### config.mk
export PLATFORM = sky130hd
export DESIGN_NAME = cvxif_issue_initiator
export DESIGN_NICKNAME = d
export VERILOG_FILES = /design/src/rtl/cvxif_issue_initiator.sv
export SDC_FILE = /design/constraint.sdc
export NUM_CORES = 1
export LEC_CHECK = 0
export BUFFER_PORTS_ARGS = -buffer_cell sky130_fd_sc_hd__clkbuf_2
export CAP_MARGIN = 10
export CORE_MARGIN = 2
export CORE_UTILIZATION = 30
export DETAILED_ROUTE_END_ITERATION = 8
export PLACE_DENSITY = 0.67
export SETUP_SLACK_MARGIN = 0.5
export SYNTH_ARGS = -nofsm -noshare
export SYNTH_HDL_FRONTEND = slang
export SYNTH_SLANG_ARGS = --single-unit
### constraint.sdc
create_clock -name clk_i -period 2.6 [get_ports clk_i]
set_clock_uncertainty 0.05 [all_clocks]
set_input_delay 0 -clock clk_i [delete_from_list [all_inputs] [get_ports clk_i]]
set_output_delay 0 -clock clk_i [all_outputs]
set_load 0.1 [all_outputs]
### src/rtl/cvxif_issue_initiator.sv
// Core-side CV-X-IF issue/result initiator: one in-flight issue, ID table, writeback return.
// Optional result watchdog enabled by defining CVXIF_RESULT_TIMEOUT_EN.
module cvxif_issue_initiator #(
  parameter int unsigned XLEN           = 32,
  parameter int unsigned ID_WIDTH       = 2,
  parameter int unsigned TIMEOUT_CYCLES = 64
) (
  input  logic                  clk_i,
  input  logic                  rst_ni,
  input  logic                  req_valid_i,
  output logic                  req_ready_o,
  input  logic [31:0]           req_instr_i,
  input  logic [3*XLEN-1:0]     req_rs_i,
  output logic                  rej_valid_o,
  output logic [31:0]           rej_instr_o,
  output logic                  x_issue_valid_o,
  input  logic                  x_issue_ready_i,
  output logic [31:0]           x_issue_instr_o,
  output logic [3*XLEN-1:0]     x_issue_rs_o,
  output logic [ID_WIDTH-1:0]   x_issue_id_o,
  input  logic                  x_issue_accept_i,
  input  logic                  x_issue_writeback_i,
  input  logic                  x_result_valid_i,
  output logic                  x_result_ready_o,
  input  logic [ID_WIDTH-1:0]   x_result_id_i,
  input  logic [XLEN-1:0]       x_result_data_i,
  input  logic [4:0]            x_result_rd_i,
  input  logic                  x_result_we_i,
  output logic                  wb_valid_o,
  output logic [4:0]            wb_rd_o,
  output logic [XLEN-1:0]       wb_data_o,
  output logic                  err_o,
  output logic                  timeout_o,
  output logic [ID_WIDTH:0]     outstanding_o
);

  localparam int unsigned NB_ID = 1 << ID_WIDTH;
  localparam int unsigned CNT_W = ID_WIDTH + 1;

  if (TIMEOUT_CYCLES == 0) begin : g_bad_cfg
    $error("TIMEOUT_CYCLES must be at least 1");
  end

  typedef enum logic {IDLE, ISSUE} state_e;

  state_e                state_q, state_d;
  logic [31:0]           instr_q, instr_d;
  logic [3*XLEN-1:0]     rs_q, rs_d;
  logic [ID_WIDTH-1:0]   id_q, id_d;
  logic [NB_ID-1:0]      alloc_q, alloc_d;
  logic [NB_ID-1:0]      wbit_q, wbit_d;
  logic                  req_ready_q, req_ready_d;
  logic                  issue_valid_q, issue_valid_d;
  logic                  res_ready_q;
  logic                  rej_valid_q, rej_valid_d;
  logic [31:0]           rej_instr_q, rej_instr_d;
  logic                  wb_valid_q, wb_valid_d;
  logic [4:0]            wb_rd_q, wb_rd_d;
  logic [XLEN-1:0]       wb_data_q, wb_data_d;
  logic                  err_q, err_d;
  logic                  timeout_q, timeout_d;
  logic [CNT_W-1:0]      outstanding_q, outstanding_d;

  logic                  free_found_c;
  logic [ID_WIDTH-1:0]   free_id_c;
  logic                  res_fire_c;
  logic                  res_hit_c;
  logic                  to_hit_c;
  logic [ID_WIDTH-1:0]   to_id_c;

  assign res_fire_c = x_result_valid_i && res_ready_q;
  assign res_hit_c  = res_fire_c && alloc_q[x_result_id_i];

  // Lowest-index free ID, taken from the table as it stood at the start of the cycle.
  always_comb begin
    free_found_c = 1'b0;
    free_id_c    = '0;
    for (int unsigned i = 0; i < NB_ID; i++) begin
      if (!free_found_c && !alloc_q[i]) begin
        free_found_c = 1'b1;
        free_id_c    = ID_WIDTH'(i);
      end
    end
  end

`ifdef CVXIF_RESULT_TIMEOUT_EN
  localparam int unsigned AGE_W = $clog2(TIMEOUT_CYCLES + 1);

  logic [AGE_W-1:0] age_q [NB_ID];

  // Age saturates at the limit so an expired ID waits its turn behind lower expired IDs.
  always_ff @(posedge clk_i or negedge rst_ni) begin
    if (!rst_ni) begin
      for (int unsigned i = 0; i < NB_ID; i++) age_q[i] <= '0;
    end else begin
      for (int unsigned i = 0; i < NB_ID; i++) begin
        if (!alloc_q[i]) begin
          age_q[i] <= '0;
        end else if (age_q[i] != AGE_W'(TIMEOUT_CYCLES - 1)) begin
          age_q[i] <= age_q[i] + AGE_W'(1);
        end
      end
    end
  end

  // A result arriving in the expiry cycle wins over the watchdog for that ID.
  always_comb begin
    to_hit_c = 1'b0;
    to_id_c  = '0;
    for (int unsigned i = 0; i < NB_ID; i++) begin
      if (!to_hit_c && alloc_q[i] && age_q[i] == AGE_W'(TIMEOUT_CYCLES - 1) &&
          !(res_hit_c && x_result_id_i == ID_WIDTH'(i))) begin
        to_hit_c = 1'b1;
        to_id_c  = ID_WIDTH'(i);
      end
    end
  end
`else
  assign to_hit_c = 1'b0;
  assign to_id_c  = '0;
`endif

  // Next-state, table update and registered output values.
  always_comb begin
    state_d       = state_q;
    instr_d       = instr_q;
    rs_d          = rs_q;
    id_d          = id_q;
    alloc_d       = alloc_q;
    wbit_d        = wbit_q;
    rej_valid_d   = 1'b0;
    rej_instr_d   = rej_instr_q;
    wb_valid_d    = 1'b0;
    wb_rd_d       = wb_rd_q;
    wb_data_d     = wb_data_q;
    err_d         = 1'b0;
    timeout_d     = 1'b0;
    outstanding_d = '0;

    if (res_fire_c) begin
      if (res_hit_c) begin
        alloc_d[x_result_id_i] = 1'b0;
        if (wbit_q[x_result_id_i] && x_result_we_i) begin
          wb_valid_d = 1'b1;
          wb_rd_d    = x_result_rd_i;
          wb_data_d  = x_result_data_i;
        end
      end else begin
        err_d = 1'b1;
      end
    end

    if (to_hit_c) begin
      alloc_d[to_id_c] = 1'b0;
      timeout_d        = 1'b1;
    end

    case (state_q)
      IDLE: begin
        if (req_valid_i && req_ready_q) begin
          instr_d = req_instr_i;
          rs_d    = req_rs_i;
          id_d    = free_id_c;
          state_d = ISSUE;
        end
      end
      ISSUE: begin
        if (x_issue_ready_i) begin
          state_d = IDLE;
          if (x_issue_accept_i) begin
            alloc_d[id_q] = 1'b1;
            wbit_d[id_q]  = x_issue_writeback_i;
          end else begin
            rej_valid_d = 1'b1;
            rej_instr_d = instr_q;
          end
        end
      end
      default: state_d = IDLE;
    endcase

    for (int unsigned i = 0; i < NB_ID; i++) begin
      outstanding_d = outstanding_d + CNT_W'(alloc_d[i]);
    end
    req_ready_d   = (state_d == IDLE) && !(&alloc_d);
    issue_valid_d = (state_d == ISSUE);
  end

  always_ff @(posedge clk_i or negedge rst_ni) begin
    if (!rst_ni) begin
      state_q       <= IDLE;
      instr_q       <= '0;
      rs_q          <= '0;
      id_q          <= '0;
      alloc_q       <= '0;
      wbit_q        <= '0;
      req_ready_q   <= 1'b0;
      issue_valid_q <= 1'b0;
      res_ready_q   <= 1'b0;
      rej_valid_q   <= 1'b0;
      rej_instr_q   <= '0;
      wb_valid_q    <= 1'b0;
      wb_rd_q       <= '0;
      wb_data_q     <= '0;
      err_q         <= 1'b0;
      timeout_q     <= 1'b0;
      outstanding_q <= '0;
    end else begin
      state_q       <= state_d;
      instr_q       <= instr_d;
      rs_q          <= rs_d;
      id_q          <= id_d;
      alloc_q       <= alloc_d;
      wbit_q        <= wbit_d;
      req_ready_q   <= req_ready_d;
      issue_valid_q <= issue_valid_d;
      res_ready_q   <= 1'b1;
      rej_valid_q   <= rej_valid_d;
      rej_instr_q   <= rej_instr_d;
      wb_valid_q    <= wb_valid_d;
      wb_rd_q       <= wb_rd_d;
      wb_data_q     <= wb_data_d;
      err_q         <= err_d;
      timeout_q     <= timeout_d;
      outstanding_q <= outstanding_d;
    end
  end

  assign req_ready_o      = req_ready_q;
  assign x_issue_valid_o  = issue_valid_q;
  assign x_issue_instr_o  = instr_q;
  assign x_issue_rs_o     = rs_q;
  assign x_issue_id_o     = id_q;
  assign x_result_ready_o = res_ready_q;
  assign rej_valid_o      = rej_valid_q;
  assign rej_instr_o      = rej_instr_q;
  assign wb_valid_o       = wb_valid_q;
  assign wb_rd_o          = wb_rd_q;
  assign wb_data_o        = wb_data_q;
  assign err_o            = err_q;
  assign timeout_o        = timeout_q;
  assign outstanding_o    = outstanding_q;

endmodule

# ---- Word level (Yosys, flattened, before mapping)
# Cells that the tools add are included.
dict set report classes {
  n_addsub 3
  order_cmp 4
  mux 31
  bitwise_logic 6
  reduce_logical 21
}
# operator count
set op_table {}
lappend op_table {{$mux W4} 5}
lappend op_table {{$mux W1} 18}
lappend op_table {{$logic_and A1 B1 Y1} 10}
lappend op_table {{$reduce_and A3 Y1} 3}
lappend op_table {{$logic_not A1 Y1} 6}
lappend op_table {{$lt A2 B3 Y1 const B} 2}
lappend op_table {{$and A4 B4 Y4} 1}
lappend op_table {{$bmux W1 S2} 2}
lappend op_table {{$bwmux W4} 1}
lappend op_table {{$demux W1 S2} 2}
lappend op_table {{$ge A2 B1 Y1 const B} 2}
lappend op_table {{$mux W2} 2}
lappend op_table {{$not A4 Y4} 1}
lappend op_table {{$or A4 B4 Y4} 1}
lappend op_table {{$reduce_and A4 Y1} 1}
lappend op_table {{$add A2 B1 Y3} 1}
lappend op_table {{$add A3 B1 Y3} 1}
lappend op_table {{$not A1 Y1} 3}
lappend op_table {{$add A1 B1 Y2} 1}
lappend op_table {{$pmux W1 S2} 1}
lappend op_table {{$reduce_and A2 Y1} 1}
dict set report word_totals {
  reg_bits 216
  input_bits 175
  output_inout_bits 209
  wordCells 80
}

# ---- Depth between registers and ports, before layout
# Gate-level depths: netlist of the first run.
dict set report depth {
  depth_word 15
  depth_mapped 7
  depth_no_buf 6
}

# ---- Least setup slack after synthesis of the first run
# OpenSTA, ideal clock, no wires.
dict set report synth_timing {
  path_type {reg2reg}
  start {register res_ready_q (netlist: x_result_ready_o)}
  end {register outstanding_q[1] (netlist: outstanding_o[1])}
  setup_time_ps 126
  arrival_time_ps 2399
  required_ps 2424
  setup_slack_ps 25
  stages_incl_launch_ff 7
  n_path_buf 0
  synth_period_minus_slack_ps 2575
  path_cell_list {dfrtp_1 -> nand3b_1 -> o21ai_0 -> nand2b_1 -> fa_1 -> ha_1 -> ha_1}
}
dict set report synth_between {
  elab_chain_len 11
}
# item line_no
set synth_rtl {}
lappend synth_rtl {{from (decl)} 54} ;# logic res_ready_q;
lappend synth_rtl {{from (signal assigned)} 199} ;# res_ready_q <= 1'b0;
lappend synth_rtl {{from (signal assigned)} 217} ;# res_ready_q <= 1'b1;
lappend synth_rtl {{$logic_and A1 B1 Y1 (*)} 71} ;# assign res_fire_c = x_result_valid_i && res_ready_q;
lappend synth_rtl {{$logic_and A1 B1 Y1} 72} ;# assign res_hit_c = res_fire_c && alloc_q[x_result_id_i];
lappend synth_rtl {{$mux W4} 141} ;# if (res_hit_c) begin
lappend synth_rtl {{$mux W4 (*)} 140} ;# if (res_fire_c) begin
lappend synth_rtl {{$or A4 B4 Y4 (no source line)} n/a}
lappend synth_rtl {{$mux W4} 170} ;# if (x_issue_accept_i) begin
lappend synth_rtl {{$mux W4} 168} ;# if (x_issue_ready_i) begin
lappend synth_rtl {{$mux W4 (*)} 158} ;# case (state_q)
lappend synth_rtl {{net alloc_d[0]} 50} ;# logic [NB_ID-1:0] alloc_q, alloc_d;
lappend synth_rtl {{$add A1 B1 Y2 (*)} 183} ;# outstanding_d = outstanding_d + CNT_W'(alloc_d[i]);
lappend synth_rtl {{$add A2 B1 Y3 (*)} 183}
lappend synth_rtl {{$add A3 B1 Y3 (*)} 183}
lappend synth_rtl {{net outstanding_d[1]} 62} ;# logic [CNT_W-1:0] outstanding_q, outstanding_d;
lappend synth_rtl {{to (signal assigned)} 225} ;# outstanding_q <= outstanding_d;
lappend synth_rtl {{to (decl)} 62}
# The timed path passes the listed nets; every way through them passes the cells marked *.
# A chain may end at the register's enable or synchronous reset.

# ---- Final worst setup path of the first run
dict set report layout_timing {
  start {register id_q[0] (netlist: x_issue_id_o[0])}
  end {register outstanding_q[1] (netlist: outstanding_o[1])}
}
dict set report layout_between {
  elab_chain_len 11
  word_cells_on_any_way 12
  cone_classes {3 x add/sub; 2 x order compare; 5 x mux; 1 x bitwise; 1 x reduce/logical}
}
# item line_no
set layout_rtl {}
lappend layout_rtl {{from (decl)} 49} ;# logic [ID_WIDTH-1:0] id_q, id_d;
lappend layout_rtl {{from (signal assigned)} 212} ;# id_q <= id_d;
lappend layout_rtl {{$lt A2 B3 Y1 (not written as such) or $ge A2 B1 Y1 (tied branches)} 171} ;# alloc_d[id_q] = 1'b1;
lappend layout_rtl {{$logic_and A1 B1 Y1 (not written as such)} 171}
lappend layout_rtl {{$mux W1 (not written as such)} 171}
lappend layout_rtl {{$demux W1 S2 (*)} 171}
lappend layout_rtl {{$or A4 B4 Y4 (no source line) (*)} n/a}
lappend layout_rtl {{$mux W4 (*)} 170}
lappend layout_rtl {{$mux W4 (*)} 168}
lappend layout_rtl {{$mux W4 (*)} 158}
lappend layout_rtl {{net alloc_d[0]} 50}
lappend layout_rtl {{$add A1 B1 Y2 (*)} 183}
lappend layout_rtl {{$add A2 B1 Y3 (*)} 183}
lappend layout_rtl {{$add A3 B1 Y3 (*)} 183}
lappend layout_rtl {{net outstanding_d[1]} 62}
# Marks and branches as above.

==> impl_metrics.ini, run 1 <==
[status]
status = completed

[cts]
clkLatencyLatePin_ps = 510
clock_sinks = 216
cts_made_buffers = 24
clockRootBuffer = clkbuf_16
cts_tree = built
clockBufferDepth = 3
cts_resized = 0
htreeDepth = 1
clk_pin_slew_ps = 60

[grt]
overflow = 0
grt_max_degree = 73
grt_pass1_vias = 7067
grt_pass1_wl_mm = 37.4
grt_usage = 0.163
antenna_found_initial = 0

[timing]
holdWs_ps = 37.1
finalSetupViolCount = 0
rsz0062_at_grt = false
relSlewSlack = 0.575
maxSlewViolCount = 0
min_period_over_period = 0.775
worst_pin_slew_ps = 638
fmax_mhz = 496
period_needed_ps = 2020
setup_ws_ps = 584
tns_ps = 0
hold_violations = 0

[cells_and_area]
multi_input_area_um2 = 2740
drive_gt1_frac = 0.534
final_common_cell = clkbuf_2
nNetsFinal = 1312
final_util = 0.492
seq_area_um2 = 5420
n_antenna_cell = 0
syn2layout_area_growth_pct = 61.2
final_cell_mix = 381 x clkbuf_2, 212 x dfrtp_1, 186 x dlygate4sd3_1
fill_cells = 2290

[placed_design]
routabilityCongestion = 0.764
numPortBuffers = 382
place_hpwl_mm = 15.9
place_ws_ps = 582

[routing]
drc_errors = 0
first_pass_iters = 4
ant_nets = 0
routed_wl_mm = 24.6
via_count = 6617
first_iter_violations = 255
wl_per_cell_um = 16.5
detail_route.vias_per_cell = 4.44

[critical_path]
rr_startpoint = x_issue_id_o[0]
required_ps = 2950
r2r_end = outstanding_o[1]
crit_type = register to register
end_kind = register
regToRegSetupSlack_ps = 580
critPathMaxFanout = 4
critPathLaunchType = register
worst_ep_arrival_time_ps = 2360
reg2reg_depth = 6
crit_path_start = x_issue_id_o[0]

[die]
initial_core_util = 0.305
coreArea_um2 = 27000
dieHeight_um = 170
die_w_um = 170
dieArea_um2 = 28800
num_rows = 60
ios = 384

[synth]
yosys.area.top_type = dfrtp_1
synthTopCellsByArea = dfrtp_1 66%, mux2_2 21%, nand2_1 4.6%
synth_area_per_cell_um2 = 14.8
yosysTopAreaCellShare = 0.657
synth.distinct_cells = 30
synthesis.area_um2 = 8230
synth_cells = 556
ys_seq_area_frac = 0.657
syn_nets = 735
synth-seq-cells = 216
yosysWarnings = 0

[job]
cap_violations = 0

[worst_hold_path]
hold_class = input port to async pin
==> worst max-delay path: stages, from the launching register on <==
cell	delay, ps
dfrtp_4	490
nand2b_4	160
nor3_4	160
nand2b_4	180
fa_1	410
ha_2	190
ha_1	260
==> metrics by stage <==
stage | cell area (um^2) | instances
4_1_cts | 13300 | 1490
2_1_floorplan | 8300 | 556
3_3_place_gp | 10700 | 1261
6_report | 13300 | 1491
5_1_grt | 13300 | 1491
3_5_place_dp | 10700 | 1261
==> synthesized netlist by cell type <==
cell type    n
and3_1       1
buf_1        1
nand2b_1     4
a22o_1       1
a31oi_1      1
nand4_1      1
nor3_1       2
nand3_1      4
nor2_1       3
buf_6        4
nand2_1    101
buf_2       15
buf_4        1
o21ai_0      4
ha_1         3
nand3b_1     2
nor3b_2      1
nand4b_1     1
a21o_1       2
conb_1       2
a21oi_1      1
fa_1         1
mux2i_1      4
dfrtp_1    216
clkbuf_1     5
mux2_4      19
mux2_2     151
o22ai_2      1
inv_1        3
o21ai_2      1
==> layout make-up <==
cell class,count,area share
Clock buffer,37,0.0536
Clock inverter,6,0.00245
Inverter,3,0.000849
Multi-Input combinational cell,311,0.206
Sequential cell,216,0.409
Tap cell,341,0.0322
Timing Repair Buffer,577,0.296
==> cell families (layout without fill, tap and decap cells) <==
kind of cell             count (synthesis)  in the layout  share of synthesized area
flip-flops                             216            216                      0.657
adder cells (fa/ha/maj)                  4              4                    0.00700
multiplexers                           174            174                      0.246
buffers and inverters                   29            623                     0.0196
other                                    2              2                   0.000913
AND/OR/NAND/NOR                        120            120                     0.0601
AO/OA/AOI/OAI                           11             11                    0.00928
==> worst max path at each step <==
| stage | to | slack [ps] | depth (start not counted) |
|---|---|---|---|
| after floorplan | outstanding_o[1] | 500 | 6 |
| after global placement | outstanding_o[1] | 640 | 6 |
| after detailed placement | outstanding_o[1] | 580 | 6 |
| after CTS | outstanding_o[1] | 570 | 6 |
| after global routing | outstanding_o[1] | 510 | 6 |
| final | outstanding_o[1] | 580 | 6 |
==> sequential cells by signal (all words and copies together) (netlist names) <==
| register | count |
|---|---|
| x_issue_rs_o | 96 |
| rej_instr_o | 32 |
| wb_data_o | 32 |
| x_issue_instr_o | 32 |
| wb_rd_o | 5 |
| alloc_q | 4 |
| wbit_q | 4 |
| outstanding_o | 3 |
| x_issue_id_o | 2 |
| err_o | 1 |
| rej_valid_o | 1 |
| req_ready_o | 1 |
| wb_valid_o | 1 |
| x_issue_valid_o | 1 |
| x_result_ready_o | 1 |
==> repair_timing <==
| item | CTS | global route |
|---|---|---|
| setup buffers | 0 | 1 |
| setup endpoints to repair | 0 | 1 |
| hold buffers | 186 | 0 |
| endpoints found under the hold margin | 323 | 0 |
==> metal layers <==
layer | up-vias | track usage | part of all wire
met4 | 0 | 0.0713 | 0.043
met3 | 69 | 0.0345 | 0.056
met2 | 235 | 0.303 | 0.53
li1 | 3039 | - | -
met5 | - | 0 | 0
met1 | 3274 | 0.179 | 0.37
Power of run 1 is not shown: default switching activity piles up to over one toggle a cycle in this logic, so the estimate is an artifact.
==> inputs of run 2 (changes only) <==
- clock period: 2.6 -> 1.95 ns (I/O delays scaled with it)
==> run 2 against run 1 <==
The run now ends with negative hold slack left. Sequential share of layout area down 2.7 points. Sequential cell count stayed put. Non-clock buffer count grew 21. Utilization up 3.5 points. Maximum frequency increased by 4.6%. Via count up 3.4%. Largest cell class unchanged.
==> impl_metrics.ini, run 2 (synthesis results as in run 1) <==
[die]
coreArea_um2 = 27000
dieArea_um2 = 28800
initial_core_util = 0.305
num_rows = 60
ios = 384
die_w_um = 170
dieHeight_um = 170

[placed_design]
place_ws_ps = -19.9
place_area_um2 = 10800
post-place-cells = 1272
numPortBuffers = 382
place_hpwl_mm = 16.0
routabilityCongestion = 0.780

[grt]
grt_max_degree = 65
grt.busiest_layer = met2
antenna_found_initial = 1
grt_pass1_wl_mm = 38.6
grt_usage = 0.170
overflow = 0
grt_pass1_vias = 7179
grt_util_met3 = 0.0417
use_met2 = 0.305
grtUsageMet1 = 0.192

[job]
cap_violations = 0

[cells_and_area]
fill_cells = 2192
final_common_cell = clkbuf_2
largest_register_ffs = 96
syn2layout_area_growth_pct = 72.7
drive_gt1_frac = 0.570
final_cell_mix = 379 x clkbuf_2, 211 x dfrtp_1, 172 x dlygate4sd3_1
seq_area_um2 = 5420
finalInstanceArea_um2 = 14200
instances_no_fill = 1512
multi_input_area_um2 = 3160
nNetsFinal = 1334

[cts]
cts_made_buffers = 25
clk_pin_slew_ps = 60
clockRootBuffer = clkbuf_16
htreeDepth = 1
clkLatencyLatePin_ps = 510
cts_tree = built
clockBufferDepth = 3
clock_sinks = 216

[routing]
via_count = 6844
routed_wl_mm = 27.2
ant_nets = 0
first_iter_violations = 252
first_pass_iters = 4
wl_per_cell_um = 18.0
detail_route.vias_per_cell = 4.53
drc_errors = 0

[status]
status = complete, but fails checks
violations = negative hold slack

[critical_path]
crit_buf_inv = 0
slowest_stage = fa_1
crit_chain = nand2_2 -> nor2_1 -> a21o_1 -> fa_1 -> ha_2 -> ha_4
crit_path_max_incr_delay_ps = 520
crit_family = adder cells
regToRegSetupSlack_ps = 20
worst_ep_arrival_time_ps = 2280
end_kind = register
critPathLaunchType = register
crit_type = register to register
required_ps = 2300
critPathMaxFanout = 4

[timing]
worst_pin_slew_ps = 607
setup_ws_ps = 22.7
period_needed_ps = 1930
rsz0062_at_grt = true
relSlewSlack = 0.597
holdWs_ps = -73.3
min_period_over_period = 0.988
hold_violations = 6
fmax_mhz = 519
maxSlewViolCount = 0
finalSetupViolCount = 0

[worst_hold_path]
hold_class = input port to register
run 2: final cells by class:
type                    instances  share of cell area
repair buffers                598               0.307
inverters                       3            0.000968
diodes                          1            0.000176
flip-flops and latches        216               0.382
multi-input cells             311               0.222
well taps                     341              0.0300
clock inverters                 9             0.00695
clock buffers                  33              0.0511
run 2: stage by stage:
stage | hold WS [ps] | util | setup TNS, ps
2_1_floorplan | -346 | - | -183
3_5_place_dp | -106 | 0.402 | -19.9
3_3_place_gp | -107 | 0.402 | 0
4_1_cts | -250 | 0.507 | 0
5_1_grt | -81.6 | 0.527 | -35.6
6_report | -73.3 | 0.527 | 0
run 2: worst register-to-register path: cells and delay by family (launching register included):
family	cells	cell delay, ps
compound gates	1	180
fa+ha+maj	3	900
flops	1	500
simple gates	2	190
run 2: final timing paths:
path	from	end	cells past startpoint
setup / recovery	x_issue_id_o[0]	outstanding_o[1]	6
hold / removal	x_issue_accept_i	alloc_q[1]	4
setup reg to reg	x_issue_id_o[0]	outstanding_o[1]	6
hold reg to reg	rej_instr_o[27]	rej_instr_o[27]	2
max in group asynchronous	rst_ni	x_issue_rs_o[38]	4
min in group asynchronous	rst_ni	x_issue_instr_o[9]	3
run 2: metal layers:
metal	share of wire	vias to the layer above	routed length (um)
met5	0	-	0
met4	0.032	0	860
met3	0.064	69	1740
met2	0.52	269	14000
met1	0.39	3416	10600
li1	-	3090	-
run 2: what timing repair did:
item / in CTS / in global routing
pin swaps: 5 / 1
gates resized for setup: 19 / 107
hold buffers: 171 / 1
setup endpoints to repair: 212 / 220
buffers inserted: 12 / 5
gates cloned: 3 / 5
endpoints found under the hold margin: 392 / 5
Power of run 2 is left out for the same reason.
